[src/rtl/disp_scan_reader_if.sv]
// Display scan-reader bus: pixel strobe, frame-buffer read port and display pins.
// Optional TEST_PATTERN_EN build adds the test_pat select line.
interface disp_scan_reader_if #(
  parameter int ADDR_W = 17
);
  logic              pix_en;
  logic [ADDR_W-1:0] rd_addr;
  logic              rd_data;
  logic              pix_out;
  logic              de;
  logic              hsync;
  logic              vsync;
  logic              frame_start;
`ifdef TEST_PATTERN_EN
  logic              test_pat;

  modport master (
    input  pix_en, rd_data, test_pat,
    output rd_addr, pix_out, de, hsync, vsync, frame_start
  );

  modport slave (
    output pix_en, rd_data, test_pat,
    input  rd_addr, pix_out, de, hsync, vsync, frame_start
  );
`else
  modport master (
    input  pix_en, rd_data,
    output rd_addr, pix_out, de, hsync, vsync, frame_start
  );

  modport slave (
    output pix_en, rd_data,
    input  rd_addr, pix_out, de, hsync, vsync, frame_start
  );
`endif
endinterface

[src/rtl/disp_scan_reader.sv]
// Read side of a 1-bpp frame buffer: raster timing, sequential read addresses,
// and a two-stage pipeline that lines up sync/enable with the RAM read data.
// Macro TEST_PATTERN_EN adds a test_pat input selecting an 8x8 checkerboard.
module disp_scan_reader #(
  parameter int ADDR_W   = 17,
  parameter int H_ACTIVE = 320,
  parameter int H_FP     = 8,
  parameter int H_SYNC   = 48,
  parameter int H_BP     = 24,
  parameter int V_ACTIVE = 240,
  parameter int V_FP     = 3,
  parameter int V_SYNC   = 4,
  parameter int V_BP     = 15
) (
  input  logic               clk,
  input  logic               rst,
  disp_scan_reader_if.master bus
);

  localparam int H_TOTAL = H_ACTIVE + H_FP + H_SYNC + H_BP;
  localparam int V_TOTAL = V_ACTIVE + V_FP + V_SYNC + V_BP;
  localparam int H_W     = $clog2(H_TOTAL);
  localparam int V_W     = $clog2(V_TOTAL);

  localparam logic [H_W-1:0] H_ACT_END  = H_W'(H_ACTIVE);
  localparam logic [H_W-1:0] H_SYNC_BEG = H_W'(H_ACTIVE + H_FP);
  localparam logic [H_W-1:0] H_SYNC_END = H_W'(H_ACTIVE + H_FP + H_SYNC);
  localparam logic [H_W-1:0] H_LAST     = H_W'(H_TOTAL - 1);
  localparam logic [V_W-1:0] V_ACT_END  = V_W'(V_ACTIVE);
  localparam logic [V_W-1:0] V_SYNC_BEG = V_W'(V_ACTIVE + V_FP);
  localparam logic [V_W-1:0] V_SYNC_END = V_W'(V_ACTIVE + V_FP + V_SYNC);
  localparam logic [V_W-1:0] V_LAST     = V_W'(V_TOTAL - 1);

  // The visible area must fit in the frame-buffer address space.
  if (longint'(H_ACTIVE) * longint'(V_ACTIVE) > (longint'(1) << ADDR_W)) begin : g_size_chk
    $error("disp_scan_reader: H_ACTIVE*V_ACTIVE exceeds 2**ADDR_W");
  end

  // The checkerboard uses bit 3 of both counters.
  if (H_W < 4 || V_W < 4) begin : g_cnt_chk
    $error("disp_scan_reader: raster totals must be at least 9");
  end

  // Raster position and read address (the counter stage).
  logic [H_W-1:0]    h_cnt;
  logic [V_W-1:0]    v_cnt;
  logic [ADDR_W-1:0] rd_addr;
  logic              frame_p0;

  // Next-position decode.
  logic [H_W-1:0]    h_nxt;
  logic [V_W-1:0]    v_nxt;
  logic [ADDR_W-1:0] addr_nxt;
  logic              h_wrap;
  logic              v_wrap;
  logic              nxt_active;
  logic              cur_active;
  logic              cur_hs;
  logic              cur_vs;

  // Stage 1 (alongside the RAM register) and stage 2 (output register).
  logic de_p1;
  logic hs_p1;
  logic vs_p1;
  logic frame_p1;
  logic pix_src;
  logic pix_p2;
  logic de_p2;
  logic hs_p2;
  logic vs_p2;
  logic frame_p2;
`ifdef TEST_PATTERN_EN
  logic chk_p1;
`endif

  // Next raster position, next read address, and decode of the current position.
  always_comb begin
    h_wrap     = (h_cnt == H_LAST);
    v_wrap     = h_wrap && (v_cnt == V_LAST);
    h_nxt      = h_wrap ? '0 : h_cnt + H_W'(1);
    v_nxt      = v_cnt;
    if (h_wrap) begin
      v_nxt = v_wrap ? '0 : v_cnt + V_W'(1);
    end
    nxt_active = (h_nxt < H_ACT_END) && (v_nxt < V_ACT_END);
    // Address tracks the current pixel: it steps only when moving onto an
    // active pixel, so it parks on the last active address during blanking.
    if (v_wrap) begin
      addr_nxt = '0;
    end else if (nxt_active) begin
      addr_nxt = rd_addr + ADDR_W'(1);
    end else begin
      addr_nxt = rd_addr;
    end
    cur_active = (h_cnt < H_ACT_END) && (v_cnt < V_ACT_END);
    cur_hs     = !((h_cnt >= H_SYNC_BEG) && (h_cnt < H_SYNC_END));
    cur_vs     = !((v_cnt >= V_SYNC_BEG) && (v_cnt < V_SYNC_END));
  end

  // ---- counter stage: raster counters and read address advance on pix_en ----
  always_ff @(posedge clk or posedge rst) begin
    if (rst) begin
      h_cnt    <= '0;
      v_cnt    <= '0;
      rd_addr  <= '0;
      frame_p0 <= 1'b0;
    end else begin
      // Only a wrap into (0,0) marks a frame; one clk wide regardless of strobe rate.
      frame_p0 <= bus.pix_en && v_wrap;
      if (bus.pix_en) begin
        h_cnt   <= h_nxt;
        v_cnt   <= v_nxt;
        rd_addr <= addr_nxt;
      end
    end
  end

  // ---- stage 1: timing flags wait while the RAM registers its read ----
  always_ff @(posedge clk or posedge rst) begin
    if (rst) begin
      de_p1    <= 1'b0;
      hs_p1    <= 1'b1;
      vs_p1    <= 1'b1;
      frame_p1 <= 1'b0;
`ifdef TEST_PATTERN_EN
      chk_p1   <= 1'b0;
`endif
    end else begin
      de_p1    <= cur_active;
      hs_p1    <= cur_hs;
      vs_p1    <= cur_vs;
      frame_p1 <= frame_p0;
`ifdef TEST_PATTERN_EN
      chk_p1   <= h_cnt[3] ^ v_cnt[3];
`endif
    end
  end

  // Pixel source selection ahead of the output register.
  always_comb begin
`ifdef TEST_PATTERN_EN
    pix_src = bus.test_pat ? chk_p1 : bus.rd_data;
`else
    pix_src = bus.rd_data;
`endif
  end

  // ---- stage 2: output register, pixel gated by the aligned data enable ----
  always_ff @(posedge clk or posedge rst) begin
    if (rst) begin
      pix_p2   <= 1'b0;
      de_p2    <= 1'b0;
      hs_p2    <= 1'b1;
      vs_p2    <= 1'b1;
      frame_p2 <= 1'b0;
    end else begin
      pix_p2   <= pix_src & de_p1;
      de_p2    <= de_p1;
      hs_p2    <= hs_p1;
      vs_p2    <= vs_p1;
      frame_p2 <= frame_p1;
    end
  end

  assign bus.rd_addr     = rd_addr;
  assign bus.pix_out     = pix_p2;
  assign bus.de          = de_p2;
  assign bus.hsync       = hs_p2;
  assign bus.vsync       = vs_p2;
  assign bus.frame_start = frame_p2;

endmodule

[src/flat_wrapper.sv]
// flat-port wrapper written by rule: the top's interface ports become plain ports
module disp_scan_reader_flat 
#(
  parameter int ADDR_W   = 17,
  parameter int H_ACTIVE = 320,
  parameter int H_FP     = 8,
  parameter int H_SYNC   = 48,
  parameter int H_BP     = 24,
  parameter int V_ACTIVE = 240,
  parameter int V_FP     = 3,
  parameter int V_SYNC   = 4,
  parameter int V_BP     = 15
)
  (clk, rst, bus_pix_en, bus_rd_data, bus_rd_addr, bus_pix_out, bus_de, bus_hsync, bus_vsync, bus_frame_start);
  disp_scan_reader_if #(.ADDR_W(ADDR_W)) bus_i ();
  input  logic clk;
  input  logic rst;
  input wire logic [$bits(bus_i.pix_en)-1:0] bus_pix_en;
  input wire logic [$bits(bus_i.rd_data)-1:0] bus_rd_data;
  output wire logic [$bits(bus_i.rd_addr)-1:0] bus_rd_addr;
  output wire logic [$bits(bus_i.pix_out)-1:0] bus_pix_out;
  output wire logic [$bits(bus_i.de)-1:0] bus_de;
  output wire logic [$bits(bus_i.hsync)-1:0] bus_hsync;
  output wire logic [$bits(bus_i.vsync)-1:0] bus_vsync;
  output wire logic [$bits(bus_i.frame_start)-1:0] bus_frame_start;
  assign bus_i.pix_en = bus_pix_en;
  assign bus_i.rd_data = bus_rd_data;
  assign bus_rd_addr = bus_i.rd_addr;
  assign bus_pix_out = bus_i.pix_out;
  assign bus_de = bus_i.de;
  assign bus_hsync = bus_i.hsync;
  assign bus_vsync = bus_i.vsync;
  assign bus_frame_start = bus_i.frame_start;
  disp_scan_reader #(.ADDR_W(ADDR_W), .H_ACTIVE(H_ACTIVE), .H_FP(H_FP), .H_SYNC(H_SYNC), .H_BP(H_BP), .V_ACTIVE(V_ACTIVE), .V_FP(V_FP), .V_SYNC(V_SYNC), .V_BP(V_BP)) u_core (.clk(clk), .rst(rst), .bus(bus_i));
endmodule
[config.mk]
export PLATFORM = sky130hd
export DESIGN_NAME = disp_scan_reader_flat
export DESIGN_NICKNAME = d
export VERILOG_FILES = /design/src/rtl/disp_scan_reader_if.sv /design/src/rtl/disp_scan_reader.sv /design/src/flat_wrapper.sv
export SDC_FILE = /design/constraint.sdc
export NUM_CORES = 1
export LEC_CHECK = 0
export BUFFER_PORTS_ARGS = -buffer_cell sky130_fd_sc_hd__buf_2
export CAP_MARGIN = 20
export CORE_ASPECT_RATIO = 1.4
export CORE_MARGIN = 5
export CORE_UTILIZATION = 63
export CTS_CLUSTER_SIZE = 8
export DETAILED_ROUTE_END_ITERATION = 7
export PLACE_DENSITY = 0.88
export SLEW_MARGIN = 20
export SYNTH_ARGS = -nofsm -noshare
export SYNTH_HDL_FRONTEND = slang
export SYNTH_SLANG_ARGS = --single-unit
[constraint.sdc]
create_clock -name clk -period 5.78 [get_ports clk]
set_input_delay 0.578 -clock clk [delete_from_list [all_inputs] [get_ports clk]]
set_output_delay 0.578 -clock clk [all_outputs]
set_load 0.01 [all_outputs]
After elaboration in Yosys (flattened, before gate mapping)
Index checks and enable logic that the tools add are counted.
Widths: inputs -> output; s select.
{"block": "classes", "addsub": 3, "magnitude_cmp": 8, "eq_ne": 2, "mux": 5, "bitwise_logic": 1, "reduce_logical": 10}
{"op": "$mux 17", "count": 2}
{"op": "$lt 9x8->1 const B", "count": 3}
{"op": "$lt 9x9->1 const B", "count": 3}
{"op": "$mux 9", "count": 3}
{"op": "$add 9x1->9 const B", "count": 2}
{"op": "$eq 9x9->1 const B", "count": 2}
{"op": "$add 17x1->17 const B", "count": 1}
{"op": "$ge 9x8->1 const B", "count": 1}
{"op": "$ge 9x9->1 const B", "count": 1}
{"op": "$logic_and 1x1->1", "count": 6}
{"op": "$logic_not 1->1", "count": 2}
{"op": "$reduce_and 2->1", "count": 1}
{"op": "$reduce_bool 2->1", "count": 1}
{"op": "$and 1x1->1", "count": 1}
{"block": "totals", "register_bits": 45, "in_bits": 4, "output_inout_bits": 22, "wordCells": 42}

Depth between registers and ports, before layout
{"block": "depth", "depth_word": 8, "mapped_depth": 9, "depth_no_buf": 7}

Worst setup path after synthesis
OpenSTA, ideal clock, no wires.
{"block": "synth_path", "path_kind": "register to register", "start": "reg u_core.h_cnt[6]", "end": "reg u_core.rd_addr[0] (netlist: u_core.bus.rd_addr[0])", "setup_time_ps": 125, "arrival_time_ps": 2202, "required_time_ps": 5655, "setup_slack_ps": 3453, "stages_incl_launch_ff": 9, "path_buffers": 2, "period_less_slack_ps": 2327, "cell_sequence": "dfrtp_1 -> buf_6 -> or2_4 -> or3_4 -> or3_1 -> a211oi_2 -> buf_4 -> nor3_2 -> mux2_2"}
{"block": "synth_between", "elab_chain_cells": 8, "elab_cells_between_ends": 12, "classes_between": "add/sub: 1; order compare: 2; eq/ne: 1; mux: 4; reduce/logical: 4"}
{"element": "from (decl)", "line_no": "disp_scan_reader.sv:45", "text": "logic [H_W-1:0] h_cnt;"}
{"element": "from (signal assigned)", "line_no": "disp_scan_reader.sv:111", "text": "h_cnt <= h_nxt;"}
{"element": "parallel branches: the longest is 8 deep, another holds $add 9x1->9"}
{"element": "to (signal assigned)", "line_no": "disp_scan_reader.sv:113", "text": "rd_addr <= addr_nxt;"}
{"element": "to (decl)", "line_no": "disp_scan_reader.sv:47", "text": "logic [ADDR_W-1:0] rd_addr;"}
Parallel ways; which one is timed is not known.
A chain may end at the register's enable or synchronous reset.

Worst setup path after layout
{"block": "layout_path", "start": "reg u_core.h_cnt[6]", "end": "reg u_core.rd_addr[13] (netlist: u_core.bus.rd_addr[13])"}
Same word-level chain as after synthesis.

==> flow_metrics.tcl <==
set metrics [dict create \
    fillCellCount 289 \
    slowest_delay_ns 0.48 \
    yosys_warnings 0 \
    worstSkewPairLatency_ns 0.30 \
    synthTopCellsByArea "dfrtp_1 40%, dfstp_2 4.1%, o31ai_1 3.2%, and3_1 3.2%, nand3_1 3.1%" \
    area_delta_synth_final_pct 8.36 \
    dieArea_mm2 0.00546 \
    r2r_slack_ns 2.92 \
    power_density_mw_per_mm2 279 \
    synth_ff_type "dfrtp_1" \
    avgSynthCellArea_um2 9.55 \
    dr.first_iter.drc_count 262 \
    dr.pass1.iters 4 \
    path_class "reg -> reg" \
    clk_transition_reported_paths_ns 0.09 \
    power.leakage_nw 1.16 \
    critPathRequiredTime_ns 5.95 \
    placed_cells_incl_taps 321 \
    initial_core_util_pct 65.3 \
    layout_common_cells "41 x dfrtp_1, 25 x buf_2, 19 x nand2_1, 16 x nand3_1, 16 x o21ai_0" \
    fin_nets 294 \
    io_buffers 25 \
    whs_path_depth 0 \
    antenna_found_initial 0 \
    worst_slack_ns 2.92 \
    synth_top_area_share_pct 40.1 \
    grt_max_degree 46 \
    internal-power_w 0.000545 \
    htree_num_levels 2 \
    crit_chain "or2_4 -> or3_4 -> or3_1 -> a211oi_2 -> buf_4 -> or2_1 -> o31ai_1" \
    synthCells 268 \
    chipWidth_um 63.9 \
    report.final.slew_viol_count 0 \
    core-area_mm2 0.00392 \
    diodes 0 \
    min_path_type "reg -> reg" \
    fmax_mhz 349 \
    cp.arrival_ns 3.03 \
    async_flop_share_pct 100 \
    p_switching_w 0.000228 \
    post-route-drc-count 0 \
    dp_hpwl_mm 3.93 \
    gp_congestion 0.966 \
    cts.path.max_buffers 2 \
    dp_slack_ns 2.97 \
    cp-end-kind "flop" \
    skew_ns 0.00761 \
    synth.distinct_cells 53 \
    p_comb_share_pct 16.8 \
    cts_sinks 45 \
    seqPwrFrac_pct 51.2 \
    grt_setup_unrepaired "no" \
    drv_cap 0 \
    layout_min_cycle_time_ns 2.86 \
    p_total_w 0.000773 \
    cp-start-kind "flop" \
    grt_pass1_wl_mm 9.50 \
    ir_worst_vdd_uv 288 \
    tritoncts "done" \
    drt-total-wl_mm 5.76 \
    hold_viol 0 \
    worst_slew_pin_slew_ns 0.939 \
    setup_viol 0 \
    syn_nets 277 \
    cp_num_cells 7 \
    worstRegToRegCells 7 \
    ys_ff_latch 45 \
    slowest_stage "dfrtp_1" \
    syn_area_mm2 0.00256 \
    final_common_cell "dfrtp_1" \
    final.setup.tns_ns 0 \
    ctsResizeCount 0 \
    wl_per_cell_um 17.5 \
    vias_per_cell 6.73 \
    vias 2213 \
    path_buf_inv 1 \
    worst_hold_slack_ns 0.351 \
    yosysTopAreaCell "dfrtp_1" \
    fp.dieH_um 85.4 \
    relSlewSlack_pct 37.3 \
    p_clk_share_pct 32.0 \
    min_period_over_period_pct 49.5 \
    crit_fanout 21 \
    ios 26 \
    sw_frac_of_total_pct 29.5 \
    yosysSeqAreaShare_pct 44.2 \
    gr-usage-all-layers_pct 21.2 \
    status "complete, no violations" \
    grt_pass1_vias 2083 \
    synth_edf_count 0 \
    cts_setup_buffers 0 \
    numCtsBuffers 5 \
    final_layout_size_suffix_gt1_share_pct 18.5 \
    grt_overflow 0 \
    root_buffer "clkbuf_8" \
    cp_top_family "simple AND/OR/NAND/NOR gates" \
    hold_buffers 0 \
    rows 27 \
    postRouteAntennaNets 0 \
    final_cells 329 \
]
cell type report:
cell class	instances	area, um^2	area share, %
Clock buffer	7	86.3	3.11
Multi-Input combinational cell	196	1290	46.7
Timing Repair Buffer	27	140	5.05
Inverter	10	37.5	1.35
Tap cell	43	53.8	1.94
Sequential cell	45	1130	40.8
Clock inverter	1	30.0	1.08
Yosys cell counts (all sizes together), types with 2 or more instances:
library cell  instances
or2                   3
nand3                16
a211o                 8
dfstp                 4
or3                   3
nand2                20
o211ai                3
a31oi                 3
and4                  3
nor4                  9
dfrtp                41
o41ai                 3
xor2                  2
and3                 13
buf                  10
nor2                 15
nand4b                3
clkbuf                7
or4                   5
a211oi                8
nor3                 13
nand2b                3
inv                  10
and2                  3
ha                    5
nand4                 8
o31ai                11
o21ai                20
xnor2                 5
flip-flops by register name, indices dropped and copies added, names as in the netlist:
| register | count |
|---|---|
| u_core.bus.hsync | 1 |
| u_core.bus.de | 1 |
| u_core.bus.vsync | 1 |
| u_core.v_cnt | 9 |
| u_core.bus.frame_start | 1 |
| u_core.hs_p1 | 1 |
| u_core.vs_p1 | 1 |
| u_core.frame_p0 | 1 |
| u_core.bus.pix_out | 1 |
| u_core.de_p1 | 1 |
| u_core.bus.rd_addr | 17 |
| u_core.frame_p1 | 1 |
| u_core.h_cnt | 9 |
final timing paths:
kind / from / end
setup / recovery: u_core.h_cnt[6]$_DFFE_PP0P_ / u_core.bus.rd_addr[13]$_DFFE_PP0P_
hold / removal: u_core.frame_p1$_DFF_PP0_ / u_core.bus.frame_start$_DFF_PP0_
setup reg to reg: u_core.h_cnt[6]$_DFFE_PP0P_ / u_core.bus.rd_addr[13]$_DFFE_PP0P_
hold reg to reg: u_core.frame_p1$_DFF_PP0_ / u_core.bus.frame_start$_DFF_PP0_
max in group asynchronous: rst / u_core.v_cnt[2]$_DFFE_PP0P_
min in group asynchronous: rst / u_core.bus.de$_DFF_PP0_
kinds of logic (layout without fill, tap and decap cells):
family | count (synthesis) | count (layout) | share of synthesized area, %
mux | 1 | 1 | 0.440
flops | 45 | 45 | 44.2
buf+inv | 27 | 45 | 5.23
compound gates | 64 | 64 | 18.7
fa+ha+maj | 5 | 5 | 2.44
xor+xnor | 7 | 7 | 2.39
simple gates | 119 | 119 | 26.6
layer usage:
layer	GRT usage [%]	part of all wire [%]
met4	6.81	1.2
met2	37.9	54
met5	0	0
met3	4.11	4.6
met1	25.1	40
worst reg2reg max path: stages, from the launching register on:
cell and delay, ns:
dfrtp_1 0.48, or2_4 0.29, or3_4 0.47, or3_1 0.39
a211oi_2 0.23, buf_4 0.28, or2_1 0.44, o31ai_1 0.15
power by group through the flow:
| stage | Combinational [W] | Sequential (W) | Clock, W |
|---|---|---|---|
| final | 0.000130 | 0.000395 | 0.000248 |
| after global routing | 0.000144 | 0.000400 | 0.000264 |
| after floorplan | 0.000107 | 0.000381 | 0 |
| after global placement | 0.000125 | 0.000395 | 0 |
| after CTS | 0.000131 | 0.000393 | 0.000250 |
| after detailed placement | 0.000129 | 0.000399 | 0 |
through the flow:
stage | util (%) | instance area [um^2]
after CTS | 70.8 | 2770
after global placement | 67.8 | 2660
after global routing | 70.8 | 2770
after floorplan | - | 2560
final | 70.8 | 2770
after detailed placement | 67.8 | 2660
Note: power is estimated with default switching activity, not from simulation.
